==> config.mk <==
export PLATFORM = sky130hd
export DESIGN_NAME = mem_arbiter
export DESIGN_NICKNAME = d
export VERILOG_FILES = /design/src/rtl/mem_arbiter_pkg.sv /design/src/rtl/arb_rr_picker.sv /design/src/rtl/mem_arbiter.sv
export SDC_FILE = /design/constraint.sdc
export NUM_CORES = 1
export LEC_CHECK = 0
export ABC_AREA = 1
export CORE_ASPECT_RATIO = 1.4
export CORE_MARGIN = 4
export CORE_UTILIZATION = 42
export CTS_BUF_LIST = sky130_fd_sc_hd__clkbuf_4 sky130_fd_sc_hd__clkbuf_8 sky130_fd_sc_hd__clkbuf_16
export DETAILED_ROUTE_END_ITERATION = 16
export PLACE_DENSITY = 0.87
export SYNTH_ARGS = -nofsm -noshare
export SYNTH_HDL_FRONTEND = slang
export SYNTH_SLANG_ARGS = --single-unit
==> constraint.sdc <==
create_clock -name clk -period 3.06 [get_ports clk]
set_input_delay 0.918 -clock clk [delete_from_list [all_inputs] [get_ports clk]]
set_output_delay 0.918 -clock clk [all_outputs]
set_load 0.005 [all_outputs]
==> src/rtl/mem_arbiter_pkg.sv <==
// Shared types for the two-master memory arbiter: bus word, FSM states,
// master identifier and the latched memory request payload.
package mem_arbiter_pkg;

  localparam int unsigned ADDR_W = 32;
  localparam int unsigned DATA_W = 32;
  localparam int unsigned BE_W   = 4;
  localparam int unsigned LOCK_W = 8;

  typedef logic [DATA_W-1:0] word;

  typedef enum logic [1:0] {
    IDLE  = 2'd0,
    ISSUE = 2'd1,
    RESP  = 2'd2
  } arb_state_t;

  typedef logic master_id_t;

  typedef struct packed {
    logic [ADDR_W-1:0] addr;
    logic [BE_W-1:0]   w_en;
    word               w_data;
  } mem_req_t;

endpackage

==> src/rtl/arb_rr_picker.sv <==
// Combinational winner selection: a lone requester always wins, a tie goes
// to master 1 under a valid lock, otherwise to the master the pointer favours.
module arb_rr_picker
  import mem_arbiter_pkg::*;
(
  input  logic       req0,
  input  logic       req1,
  input  master_id_t ptr,
  input  logic       lock_valid,
  output master_id_t winner,
  output logic       found
);

  always_comb begin
    found  = req0 | req1;
    winner = master_id_t'(1'b0);
    if (req0 && req1) begin
      winner = lock_valid ? master_id_t'(1'b1) : ptr;
    end else if (req1) begin
      winner = master_id_t'(1'b1);
    end
  end

endmodule

==> src/rtl/mem_arbiter.sv <==
// Serialises CPU (master 0) and loader (master 1) accesses onto the single
// memory port: round-robin with a bounded lock run for master 1.
module mem_arbiter
  import mem_arbiter_pkg::*;
#(
  parameter int unsigned LOCK_MAX = 8
) (
  input  logic              clk,
  input  logic              rst_n,
  input  logic              m0_req,
  input  logic [ADDR_W-1:0] m0_addr,
  input  logic [BE_W-1:0]   m0_w_en,
  input  logic [DATA_W-1:0] m0_w_data,
  input  logic              m1_req,
  input  logic [ADDR_W-1:0] m1_addr,
  input  logic [BE_W-1:0]   m1_w_en,
  input  logic [DATA_W-1:0] m1_w_data,
  input  logic              m1_lock,
  output logic              m0_gnt,
  output logic              m1_gnt,
  output logic              m0_r_valid,
  output logic              m1_r_valid,
  output logic [DATA_W-1:0] m0_r_data,
  output logic [DATA_W-1:0] m1_r_data,
  output logic [ADDR_W-1:0] mem_addr,
  output logic [BE_W-1:0]   mem_w_en,
  output logic [DATA_W-1:0] mem_w_data,
  input  logic [DATA_W-1:0] mem_r_data
);

  arb_state_t        state, state_n;
  master_id_t        owner, owner_n;
  master_id_t        ptr, ptr_n;
  master_id_t        winner;
  logic              found;
  logic              lock_valid;
  logic [LOCK_W-1:0] lock_cnt, lock_cnt_n;
  logic [LOCK_W-1:0] lock_inc;
  mem_req_t          cur, cur_n;
  mem_req_t          bus, bus_n;
  mem_req_t          m0_pkt, m1_pkt;
  logic [1:0]        gnt, gnt_n;
  logic [1:0]        rv, rv_n;

  assign m0_pkt     = {m0_addr, m0_w_en, m0_w_data};
  assign m1_pkt     = {m1_addr, m1_w_en, m1_w_data};
  assign lock_valid = m1_lock && (lock_cnt != '0);
  assign lock_inc   = lock_cnt + LOCK_W'(1);

  arb_rr_picker u_picker (
    .req0       (m0_req),
    .req1       (m1_req),
    .ptr        (ptr),
    .lock_valid (lock_valid),
    .winner     (winner),
    .found      (found)
  );

  // Next state plus next values of every registered output.
  always_comb begin
    state_n    = state;
    owner_n    = owner;
    ptr_n      = ptr;
    cur_n      = cur;
    bus_n      = '0;
    gnt_n      = '0;
    rv_n       = '0;
    lock_cnt_n = m1_lock ? lock_cnt : '0;
    unique case (state)
      IDLE: begin
        if (found) begin
          state_n        = ISSUE;
          owner_n        = winner;
          cur_n          = winner ? m1_pkt : m0_pkt;
          ptr_n          = ~winner;
          gnt_n[winner]  = 1'b1;
          bus_n          = cur_n;
          // A run that reaches LOCK_MAX clears so the next tie is plain round-robin.
          if (winner && m1_lock) begin
            lock_cnt_n = (lock_inc == LOCK_W'(LOCK_MAX)) ? '0 : lock_inc;
          end else begin
            lock_cnt_n = '0;
          end
        end
      end
      ISSUE: begin
        if (cur.w_en == '0) begin
          state_n     = RESP;
          bus_n.addr  = cur.addr;
          rv_n[owner] = 1'b1;
        end else begin
          state_n = IDLE;
        end
      end
      RESP: begin
        state_n = IDLE;
      end
      default: begin
        state_n = IDLE;
      end
    endcase
  end

  always_ff @(posedge clk or negedge rst_n) begin
    if (!rst_n) begin
      state    <= IDLE;
      owner    <= master_id_t'(1'b0);
      ptr      <= master_id_t'(1'b0);
      cur      <= '0;
      bus      <= '0;
      gnt      <= '0;
      rv       <= '0;
      lock_cnt <= '0;
    end else begin
      state    <= state_n;
      owner    <= owner_n;
      ptr      <= ptr_n;
      cur      <= cur_n;
      bus      <= bus_n;
      gnt      <= gnt_n;
      rv       <= rv_n;
      lock_cnt <= lock_cnt_n;
    end
  end

  assign m0_gnt     = gnt[0];
  assign m1_gnt     = gnt[1];
  assign m0_r_valid = rv[0];
  assign m1_r_valid = rv[1];
  assign m0_r_data  = rv[0] ? mem_r_data : '0;
  assign m1_r_data  = rv[1] ? mem_r_data : '0;
  assign mem_addr   = bus.addr;
  assign mem_w_en   = bus.w_en;
  assign mem_w_data = bus.w_data;

endmodule

==> results of run 1 <==
final cells by class:
type / count / area, um2
Fill cell: 949 / 3470
Multi-Input combinational cell: 450 / 2030
Inverter: 86 / 327
Timing Repair Buffer: 323 / 3240
Clock buffer: 19 / 453
Sequential cell: 120 / 3000
Tap cell: 178 / 223
Clock inverter: 13 / 191
critical path, stage by stage:
cell             delay, ns
clkdlybuf4s50_1       0.48
nand2_1               0.07
inv_1                 0.07
clkdlybuf4s50_1       0.54
placed cells by master (no fill, tap or decap), drive strengths merged, types with 3 or more instances in the layout:
cell type      count
nand2            174
dfrtp            120
nand4             34
buf               17
clkdlybuf4s50    306
inv               88
nand3            110
clkinv             4
nand3b             3
o21ai             40
nor2              84
clkbuf            19
bufinv             4
clkinvlp           3
cells by family after synthesis:
group,after synthesis,share of synthesized area [%]
AOI/OAI and AO/OA,41,3.76
xor gates and xnor gates,2,0.314
adders and majority gates,2,0.448
buffers and inverters,128,10.1
DFF,120,53.8
and+or+nand+nor,405,31.6
flip-flops by register name, summed over array words and instances, names as in the netlist, 2 cells and up:
name / flops
gnt: 2
state: 2
mem_w_en: 4
lock_cnt: 8
cur: 36
rv: 2
mem_addr: 32
mem_w_data: 32
power by group through the flow:
stage | registers, mW | logic [mW] | clock network, mW
2_1_floorplan | 2.43 | 1.14 | 0
3_3_place_gp | 2.39 | 2.57 | 0
3_5_place_dp | 2.42 | 2.62 | 0
4_1_cts | 2.40 | 2.64 | 2.19
5_1_grt | 2.46 | 2.85 | 2.26
6_report | 2.40 | 2.61 | 2.15
layer usage:
layer	GRT usage [%]	part of all wire [%]	vias up
li1	-	-	2816
met1	27.7	35	2728
met2	44.1	52	307
met3	8.62	9.7	49
met4	10.7	3.2	0
met5	0	0	-
per-stage QoR:
step,hold slack [ns],setup WS (ns),power [mW],util (%),cell area [um2]
global placement,0.437,0.0831,4.96,68.2,8820
CTS,0.367,0.0568,7.23,73.1,9460
global route,0.374,0.0248,7.58,73.1,9460
detailed placement,0.443,0.0601,5.03,68.2,8820
finish,0.378,0.0689,7.16,73.1,9460
floorplan,0.425,1.12,3.57,-,5580
worst paths after layout:
path / from / end
worst max-delay path: mem_r_data[23] / m1_r_data[23]
worst min register to register: owner / rv[0]
worst max register to register: lock_cnt[0] / cur[35]
worst min-delay path: rst_n / mem_addr[7]
max in group asynchronous: rst_n / mem_w_en[0]
min in group clk: owner / rv[0]
==> results.cfg, run 1 <==
[synthesis]
async_flop_share_pct = 100
yosys-top-cells-area = dfrtp_1 (54%), nand2_1 (11%), nand3_1 (9.9%)
ys_seq_area_share_pct = 53.8
post-synth-top-area-cell = dfrtp_1
synth.most_common_cell = nand2_1
synth_cells = 698
synth_flop_cell = dfrtp_1
syn_area_um2 = 5580
synth_cell_types = 21
synth_warnings = 0
synth.avg_cell_area_um2 = 8.00
ys_top_cells_by_count = nand2_1 (171), dfrtp_1 (120), nand3_1 (110), nor2_1 (84), inv_1 (81)
synth_edf_count = 0
synth_seq_cells = 120
synth_top_area_share_pct = 53.8
syn_nets = 873

[pwr]
power.density_nw_per_um2 = 757
p_leak_nw = 4.72
worst_ir_drop_vdd_uv = 514
clock_power_share_pct = 30.0
p_sw_mw = 2.27
comb_power_share_pct = 36.5
sw_frac_of_total_pct = 31.7
seqPwrFrac_pct = 33.5
power.internal_mw = 4.89

[drt]
ant_nets = 0
drc = 0
num_vias = 5900
wirelength_um = 19900
wl_per_cell_um = 16.8
first_iter_violations = 381
routed_via_density = 4.96
drt_first_pass_iters = 7

[worst_setup_path]
worst_setup_path_end_kind = primary output
r2r.worst_path.cells = 12
critPathArrivalTime_ns = 2.07
critPathRequiredTime_ns = 2.14
rrSetupSlack_ns = 1.05
cp-start-kind = primary input
crit_fanout = 2
crit_type = in2out

[floorplan]
start_util_pct = 43.2
die_h_um = 144
core-area_um2 = 12900
fp-row-count = 49
chipWidth_um = 105
io_pins = 309
dieArea_um2 = 15200

[layout]
antennaDiodeCount = 0
drive_gt1_share_pct = 5.74
nets = 1173
area_growth_syn_to_layout_pct = 69.4
stdcell_count = 1189

[sta]
fmax_ghz = 0.334
clock_skew_ns = 0.0140
final-hold-violation-count = 0
worst_slew_pin_slew_ns = 0.477
finalSetupViolCount = 0
finalCritPeriodShare_pct = 97.7
setup_tns_ns = 0
period_needed_ns = 2.99
slew_headroom_pct = 68.2
rsz0062_at_grt = false
slew_violations = 0

[cts]
clock_latency_ns = 0.41
path_clk_slew_ns = 0.06
tritoncts = done
cts_buffer_depth = 2
cts_root_buf = clkbuf_16
h-tree-depth = 4
clock_sinks = 120
cts_resized = 0
cts_made_buffers = 17
post-cts-setup-buffer-count = 0
cts-hold-fix-buffers = 0

[place]
dp_cells = 1157
gp_congestion = 0.903
hpwl_um = 14800
port_buffers = 308

[grt]
grtUsageTotal_pct = 25.1
grt-ovfl-total = 0
grt_pass1_vias = 5655
antenna_found_initial = 0
grt_max_degree = 48
grt_pass1_wl_um = 29700

[outcome]
status = finished, final reports clean

[run]
cap_violations = 0

[hold_path]
hp-class = in2async
No activity file was read; power rests on OpenSTA's default activity.
==> run 2, diff against run 1 <==
GPL_TIMING_DRIVEN = 0   (was not set)
HOLD_SLACK_MARGIN = 0.15   (was not set)
==> run 2 against run 1 <==
Against the previous run:
- die area unchanged
- register-to-register slack better by 0.20 ns
- sequential power about the same
- core utilization up 0.61 points
- largest cell class unchanged
- highest routed layer unchanged
==> results.cfg, run 2 (synthesized netlist as in run 1, its figures left out) <==
[worst_setup_path]
crit_fanout = 2
cp_common_cell = clkdlybuf4s50_1
crit_family = buffers and inverters
crit_slowest_cell = clkdlybuf4s50_1
crit_type = in2out
slowest_delay_ns = 0.52
rrSetupSlack_ns = 1.25
worst_setup_path_end_kind = primary output
cp.buffers_inverters = 3
cp-start-kind = primary input
crit_chain = clkdlybuf4s50_1 > nand2_1 > inv_1 > clkdlybuf4s50_1
critPathRequiredTime_ns = 2.14
critPathArrivalTime_ns = 2.06

[cts]
post-cts-setup-buffer-count = 0
cts_root_buf = clkbuf_16
cts_resized = 0
clock_sinks = 120
tritoncts = done
cts-hold-fix-buffers = 0
clock_latency_ns = 0.41
path_clk_slew_ns = 0.06
h-tree-depth = 4
cts_buffer_depth = 2
cts_made_buffers = 17

[grt]
grt_pass1_wl_um = 30900
grt_pass1_vias = 5853
antenna_found_initial = 2
grt_max_degree = 73
grt-ovfl-total = 0
grtUsageTotal_pct = 26.5

[layout]
layout_common_cells = clkdlybuf4s50_1 (307), nand2_1 (171), dfrtp_1 (120), nand3_1 (110), nor2_1 (84)
nets = 1201
final_common_cell = clkdlybuf4s50_1
final_area_um2 = 9540
area_growth_syn_to_layout_pct = 70.8
largest_register_ffs = 36
stdcell_count = 1219
drive_gt1_share_pct = 6.54
regMostFlops = cur
final_core_util_pct = 73.7

[drt]
wirelength_um = 20700
num_vias = 5954
ant_nets = 0
drt_first_pass_iters = 6
first_iter_violations = 288
wl_per_cell_um = 17.0
routed_via_density = 4.88
drc = 0

[floorplan]
start_util_pct = 43.2
core-area_um2 = 12900
chipWidth_um = 105
io_pins = 309
fp-row-count = 49
dieArea_um2 = 15200
die_h_um = 144

[sta]
hold_ws_ns = 0.441
clock_skew_ns = 0.00933
finalCritPeriodShare_pct = 97.4
fmax_ghz = 0.335
period_needed_ns = 2.98
slew_headroom_pct = 56.0
final-hold-violation-count = 0
worst_slew_pin_slew_ns = 0.660
slew_violations = 0
finalSetupViolCount = 0
rsz0062_at_grt = false

[run]
cap_violations = 0

[pwr]
power.density_nw_per_um2 = 754
worst_ir_drop_vdd_uv = 476
p_leak_nw = 4.75

[place]
port_buffers = 308
dp_cells = 1185
gp_congestion = 0.954
dpl_cell_area_um2 = 8920
hpwl_um = 15900

[hold_path]
hp-class = in2async

[outcome]
status = finished, final reports clean
==> run 2: metal layers <==
layer	up-vias	wire, um	track usage, %
met2	303	10600	46.4
met1	2722	7150	27.2
met5	-	0	0
met3	56	2170	10.4
met4	0	857	14.6
li1	2873	-	-
==> run 2: final cells by class <==
class                           count  area, um2
Antenna cell                        2       5.00
Buffer                             42        236
Clock buffer                       19        447
Clock inverter                     13        170
Fill cell                         965       3400
Inverter                           86        325
Multi-Input combinational cell    450       2020
Sequential cell                   120       3000
Tap cell                          178        223
Timing Repair Buffer              309       3110
==> run 2: worst paths after layout <==
kind | startpoint | endpoint | cells after the start
max in group asynchronous | rst_n | cur[32] | 2
worst max register to register | state[0] | cur[42] | 6
worst min-delay path | rst_n | mem_addr[10] | 1
min in group clk | owner | rv[0] | 1
worst max-delay path | mem_r_data[13] | m1_r_data[13] | 4
worst min register to register | owner | rv[0] | 1
==> run 2: stage by stage <==
| step | total power [mW] | TNS (ns) | setup slack (ns) |
|---|---|---|---|
| 3_5_place_dp | 5.12 | 0 | 0.0829 |
| 2_1_floorplan | 3.57 | 0 | 1.12 |
| 5_1_grt | 7.62 | 0 | 0.0207 |
| 4_1_cts | 7.24 | 0 | 0.0775 |
| 3_3_place_gp | 5.06 | -421.26 | -3.52 |
| 6_report | 7.19 | 0 | 0.0791 |
==> run 2: worst register-to-register path, delay by kind of cell (launching register included) <==
kind,cells,cell delay (ns)
compound gates,1,0.17
buf+inv,2,0.67
flops,1,0.37
simple gates,3,0.52
==> run 2: power breakdown <==
part           switching [mW]  internal, mW
combinational            1.37          1.33
clock                   0.762          1.32
sequential              0.241          2.17
==> RTL edit 1 (config.mk and constraints of run 2) <==
The package constant `BE_W` goes from 4 to 5.
--- a/src/rtl/mem_arbiter_pkg.sv
+++ b/src/rtl/mem_arbiter_pkg.sv
@@ -4,7 +4,7 @@
 
   localparam int unsigned ADDR_W = 32;
   localparam int unsigned DATA_W = 32;
-  localparam int unsigned BE_W   = 4;
+  localparam int unsigned BE_W   = 5;
   localparam int unsigned LOCK_W = 8;
 
   typedef logic [DATA_W-1:0] word;
Interface: changed (resized m0_w_en, m1_w_en and mem_w_en); port bits go from 309 to 312. The function was not compared with the original's and may differ.
==> RTL edit 1 against run 2 <==
- sequential share of layout area is 0.20 points higher
- final area is 1.0% higher
- sequential cell count is 2 higher
- routed wire length is 9.5% higher
- critical endpoint is now m1_r_data[7]
- clock skew is 0.0012 ns lower
- synthesized area is 1.1% higher
- total power is 3.7% lower
- largest cell class unchanged
- worst setup slack worse by 0.048 ns
- combinational power is 8.9% lower
==> RTL edit 1: results (changes against run 2) <==
Outcome
  • Status: finished clean

Drt
  • 1st-iter DRT viols: 429 (+49%)
  • Final WL: 22.7 mm (+9.5%)
  • Wire per inst: 18.5 µm (+8.6%)
  • Vias per cell: 4.98 (+2.0%)
  • Pre-antenna DRT Iters: 5 (-1)

Finish
  • Non-clock buffer share: 35.1% (about the same)
  • FF+latch area: 3050 µm² (+1.7%)
  • Clock buffers: 18 (-1)
  • Invs w/o clock: 84 (-2.3%)
  • Multi-input combinational area share: 21.2% (+0.043 points)
  • Layout cell share with drive strength beyond 1: 6.97% (+0.43 points)
  • Number of multi-input logic gates: 454 (+0.89%)
  • Non-clk bufs: 355 (+1.1%)
  • Layout clock area frac: 6.33% (-0.13 points)
  • Largest register FFs: 37 (+2.8%)
  • Synth-to-Final Area Change: 70.7%
  • Biggest register: cur
  • ANT cells: 4 (+2)
  • Filler Cells Inserted: 1003 (+3.9%)

Placed design
  • Placed Area: 9010 µm² (+1.1%)
  • Post-detail-place hpwl: 17.6 mm (+11%)
  • Placer Congestion: 0.902 (-5.5%)
  • Port Buffers: 311 (+0.97%)
  • DP Cell Count: 1193 (+0.68%)
  • Dpl ws: -0.00216 ns (-0.0850 ns)

Clock network
  • H-tree depth: 4 (unchanged)
  • Clk pin slew, worst setup/hold paths: 0.06 ns (about the same)

GRT
  • Initial antenna violation count: 9 (+7)
  • Total Routing Usage GR: 29.1% (+2.5 points)
  • Largest net degree at the start of global routing: 88 (+21%)
  • Vias in the first global route: 6132 (+4.8%)
  • First-pass GRT wire length: 33.9 mm (+9.8%)

Setup path
  • Critical path launch point: mem_r_data[7]
  • Worst r2r src: lock_cnt[0]
  • FF-to-FF setup slack: 1.25 ns (about the same)
  • Critical Path AT: 2.11 ns (+0.05 ns)
  • CP endpoint: m1_r_data[7]
  • Max FO, Critical Path: 2 (unchanged)
  • Worst Reg-to-Reg Cells: 11 (+5)
  • R2r endpoint: mem_addr[27]

Logic synthesis
  • Synth Register Bits: 122 (+1.7%)
  • Synth Net Count: 880 (+0.80%)
  • Ys Warns: 0 (unchanged)
  • Top post-synthesis cells by area: dfrtp_1 (54%), nand2_1 (11%), nand3_1 (10%)
  • Post-synthesis cell type count: 23 (+9.5%)
  • Syn avg cell area: 8.03 µm² (+0.42%)
  • Mapped Area: 5650 µm² (+1.1%)
  • Top post-synthesis cells by count: nand2_1 (170), dfrtp_1 (122), nand3_1 (113), nor2_1 (84), inv_1 (79)
  • Seq/Total Area, Yosys: 54.1% (+0.28 points)

Pwr
  • VDD IR-drop max: 0.589 mV (+24%)
  • Leakage Power: 4.85 nW (+2.1%)
  • Sw Share: 32.7% (-0.26 points)

Timing
  • Worst slew pin tran: 0.620 ns (-0.0397 ns)
  • Maximum clock frequency: 0.330 GHz (-1.6%)
  • Clock skew: 0.00816 ns (-0.00117 ns)

Hold path
  • Tightest Hold Check Type: in -> async
-- RTL edit 1: critical path, stage by stage --
cell and delay [ns]:
clkdlybuf4s50_1 0.50, nand2_1 0.06, inv_1 0.06, clkdlybuf4s50_1 0.58
-- RTL edit 1: metal layers --
layer / up-vias / wire length, µm / global-route usage (%)
met5: - / 76 / 0
li1: 2917 / - / -
met3: 67 / 2490 / 11.9
met2: 298 / 11700 / 51.1
met4: 10 / 1080 / 15.3
met1: 2830 / 7370 / 29.0
-- RTL edit 1: power by group through the flow --
stage	clock network, mW	registers, mW	logic, mW
2_1_floorplan	0	2.40	1.02
3_3_place_gp	0	2.40	2.40
3_5_place_dp	0	2.41	2.45
4_1_cts	2.07	2.40	2.47
5_1_grt	2.15	2.45	2.68
6_report	2.07	2.40	2.46
-- RTL edit 1: how the worst min path moves through the flow --
stage	start	endpoint	slack, ns	cells after the start
6_report	rst_n	mem_addr[10]	0.40	1
5_1_grt	rst_n	cur[47]	0.41	1
4_1_cts	rst_n	mem_addr[10]	0.40	1
3_5_place_dp	owner	rv[0]	0.47	1
3_3_place_gp	owner	rv[0]	0.45	1
2_1_floorplan	owner	rv[0]	0.43	1
-- RTL edit 1: cell families (layout without fill, tap and decap cells) --
family | count (synthesis) | after routing | synth area share, %
AND/OR/NAND/NOR | 409 | 409 | 31.7
buffers and inverters | 127 | 471 | 9.75
flip-flops | 122 | 122 | 54.1
other | 0 | 4 | 0
AO/OA/AOI/OAI | 41 | 41 | 3.72
adder cells (fa/ha/maj) | 2 | 2 | 0.443
XOR/XNOR | 2 | 2 | 0.310
-- RTL edit 1: what timing repair did --
action,in CTS,in global routing
hold endpoints to repair,0,0
gates resized for setup,1,6
setup endpoints to repair,1,8
==> RTL edit 2 (settings of run 2) <==
Without the edit above. Reset style: synchronous (`rst_n`), changed in one clocked block.
--- a/src/rtl/mem_arbiter.sv
+++ b/src/rtl/mem_arbiter.sv
@@ -101,7 +101,7 @@
     endcase
   end
 
-  always_ff @(posedge clk or negedge rst_n) begin
+  always_ff @(posedge clk) begin
     if (!rst_n) begin
       state    <= IDLE;
       owner    <= master_id_t'(1'b0);
Check against the original RTL: differs if rst_n is asserted again (counterexample within 4 cycles, from zero or initial values and one cycle with rst_n low); with rst_n held inactive, the same outputs for 10 cycles.
==> RTL edit 2 against run 2 <==
- global-route usage increased by 0.81 points
- final area decreased by 0.92%
- count of clock-buffer cells in the layout decreased by 1
- worst setup slack got worse by 0.020 ns
- sequential cell count unchanged
- die area decreased by 0.65%
- synthesized area decreased by 0.69%
- routed wire length increased by 3.9%
Power is not compared: it rests on default switching activity, and its combinational part moved more than twofold at a synthesized area within 25%.
==> RTL edit 2: results (changes against run 2) <==
Timing
  • Clock skew: 0.0102 ns (+0.000825 ns)
  • Slew HR: 63.7% (+7.6 points)
  • Final period utilization: 98.1% (+0.64 points)

Setup path
  • Critical Path AT: 2.08 ns (+0.02 ns)
  • WS Path Type: in -> out
  • FF-to-FF setup slack: 1.23 ns (-0.02 ns)
  • Worst Reg-to-Reg Cells: 13 (+7)
  • Worst r2r src: lock_cnt[0]
  • R2r endpoint: cur[43]
  • Largest stage delay on the critical path: 0.55 ns (+0.03 ns)

Logic synthesis
  • Complex-gate fraction of the synthesized area: 1.08% (-2.7 points)
  • Async SR Flop Fraction: 0% (-100 points)
  • Top post-synthesis cells by count: nand2_1 (324), inv_1 (149), dfxtp_1 (120), nand3_1 (114), nand4_1 (37)
  • Primary FF master, synth: dfxtp_1
  • Synth Net Count: 1023 (+17%)
  • Post-synthesis cell type count: 26 (+24%)
  • Top post-synthesis cells by area: dfxtp_1 (43%), nand2_1 (22%), nand3_1 (10%)
  • Synth Area in Adders: 0.451% (+0.0031 points)
  • Seq/Total Area, Yosys: 43.3% (-10 points)

Drt
  • Vias per cell: 4.86 (-0.57%)
  • 1st-iter DRT viols: 467 (+62%)
  • Pre-antenna DRT Iters: 5 (-1)
  • Wire length on met2: 11.1 mm (+5.4%)
  • Met1 wire length: 7.71 mm (+7.9%)
  • Wire per inst: 16.0 µm (-5.8%)
  • Met3 WL post-DR: 2.06 mm (-5.3%)

Outcome
  • Status: finished clean

Placed design
  • Placed Area: 8820 µm² (-1.1%)
  • Dpl ws: 0.0533 ns (-0.0296 ns)
  • Placer Congestion: 1.01 (+6.2%)
  • Post-detail-place hpwl: 16.6 mm (+4.4%)

Hold path
  • HP Start: owner
  • Tightest Hold Check Type: reg -> reg

GRT
  • Initial antenna violation count: 4 (+2)
  • Total Routing Usage GR: 27.3% (+0.81 points)
  • Vias in the first global route: 6207 (+6.0%)
  • First-pass GRT wire length: 32.3 mm (+4.4%)
  • Largest net degree at the start of global routing: 17 (-77%)

Pwr
  • NetSw: 1.30 mW

Finish
  • Synth-to-Final Area Change: 70.5%
  • Final #Nets: 1350 (+12%)
  • Layout cell share with drive strength beyond 1: 5.39% (-1.2 points)
  • Filler Cells Inserted: 1010 (+4.7%)
-- RTL edit 2: per-layer routing --
metal	global-route usage, %	up-vias
met3	9.30	48
met4	12.2	0
met5	0	-
li1	-	3245
met2	49.2	323
met1	28.9	2916
-- RTL edit 2: cell type report --
class / instances / area share (%)
Timing Repair Buffer: 308 / 32.6
Sequential cell: 120 / 25.4
Clock buffer: 18 / 4.58
Tap cell: 153 / 2.03
Inverter: 152 / 6.08
Clock inverter: 14 / 2.01
Buffer: 46 / 2.54
Multi-Input combinational cell: 530 / 24.6
Antenna cell: 4 / 0.106
-- RTL edit 2: metrics by stage --
stage / hold slack, ns / total power, mW / instances
after global routing: 0.460 / 5.01 / 1345
after global placement: 0.406 / 2.72 / 1309
after CTS: 0.420 / 4.84 / 1341
after detailed placement: 0.412 / 2.74 / 1309
final: 0.427 / 4.82 / 1345
after floorplan: 0.401 / 2.18 / 848
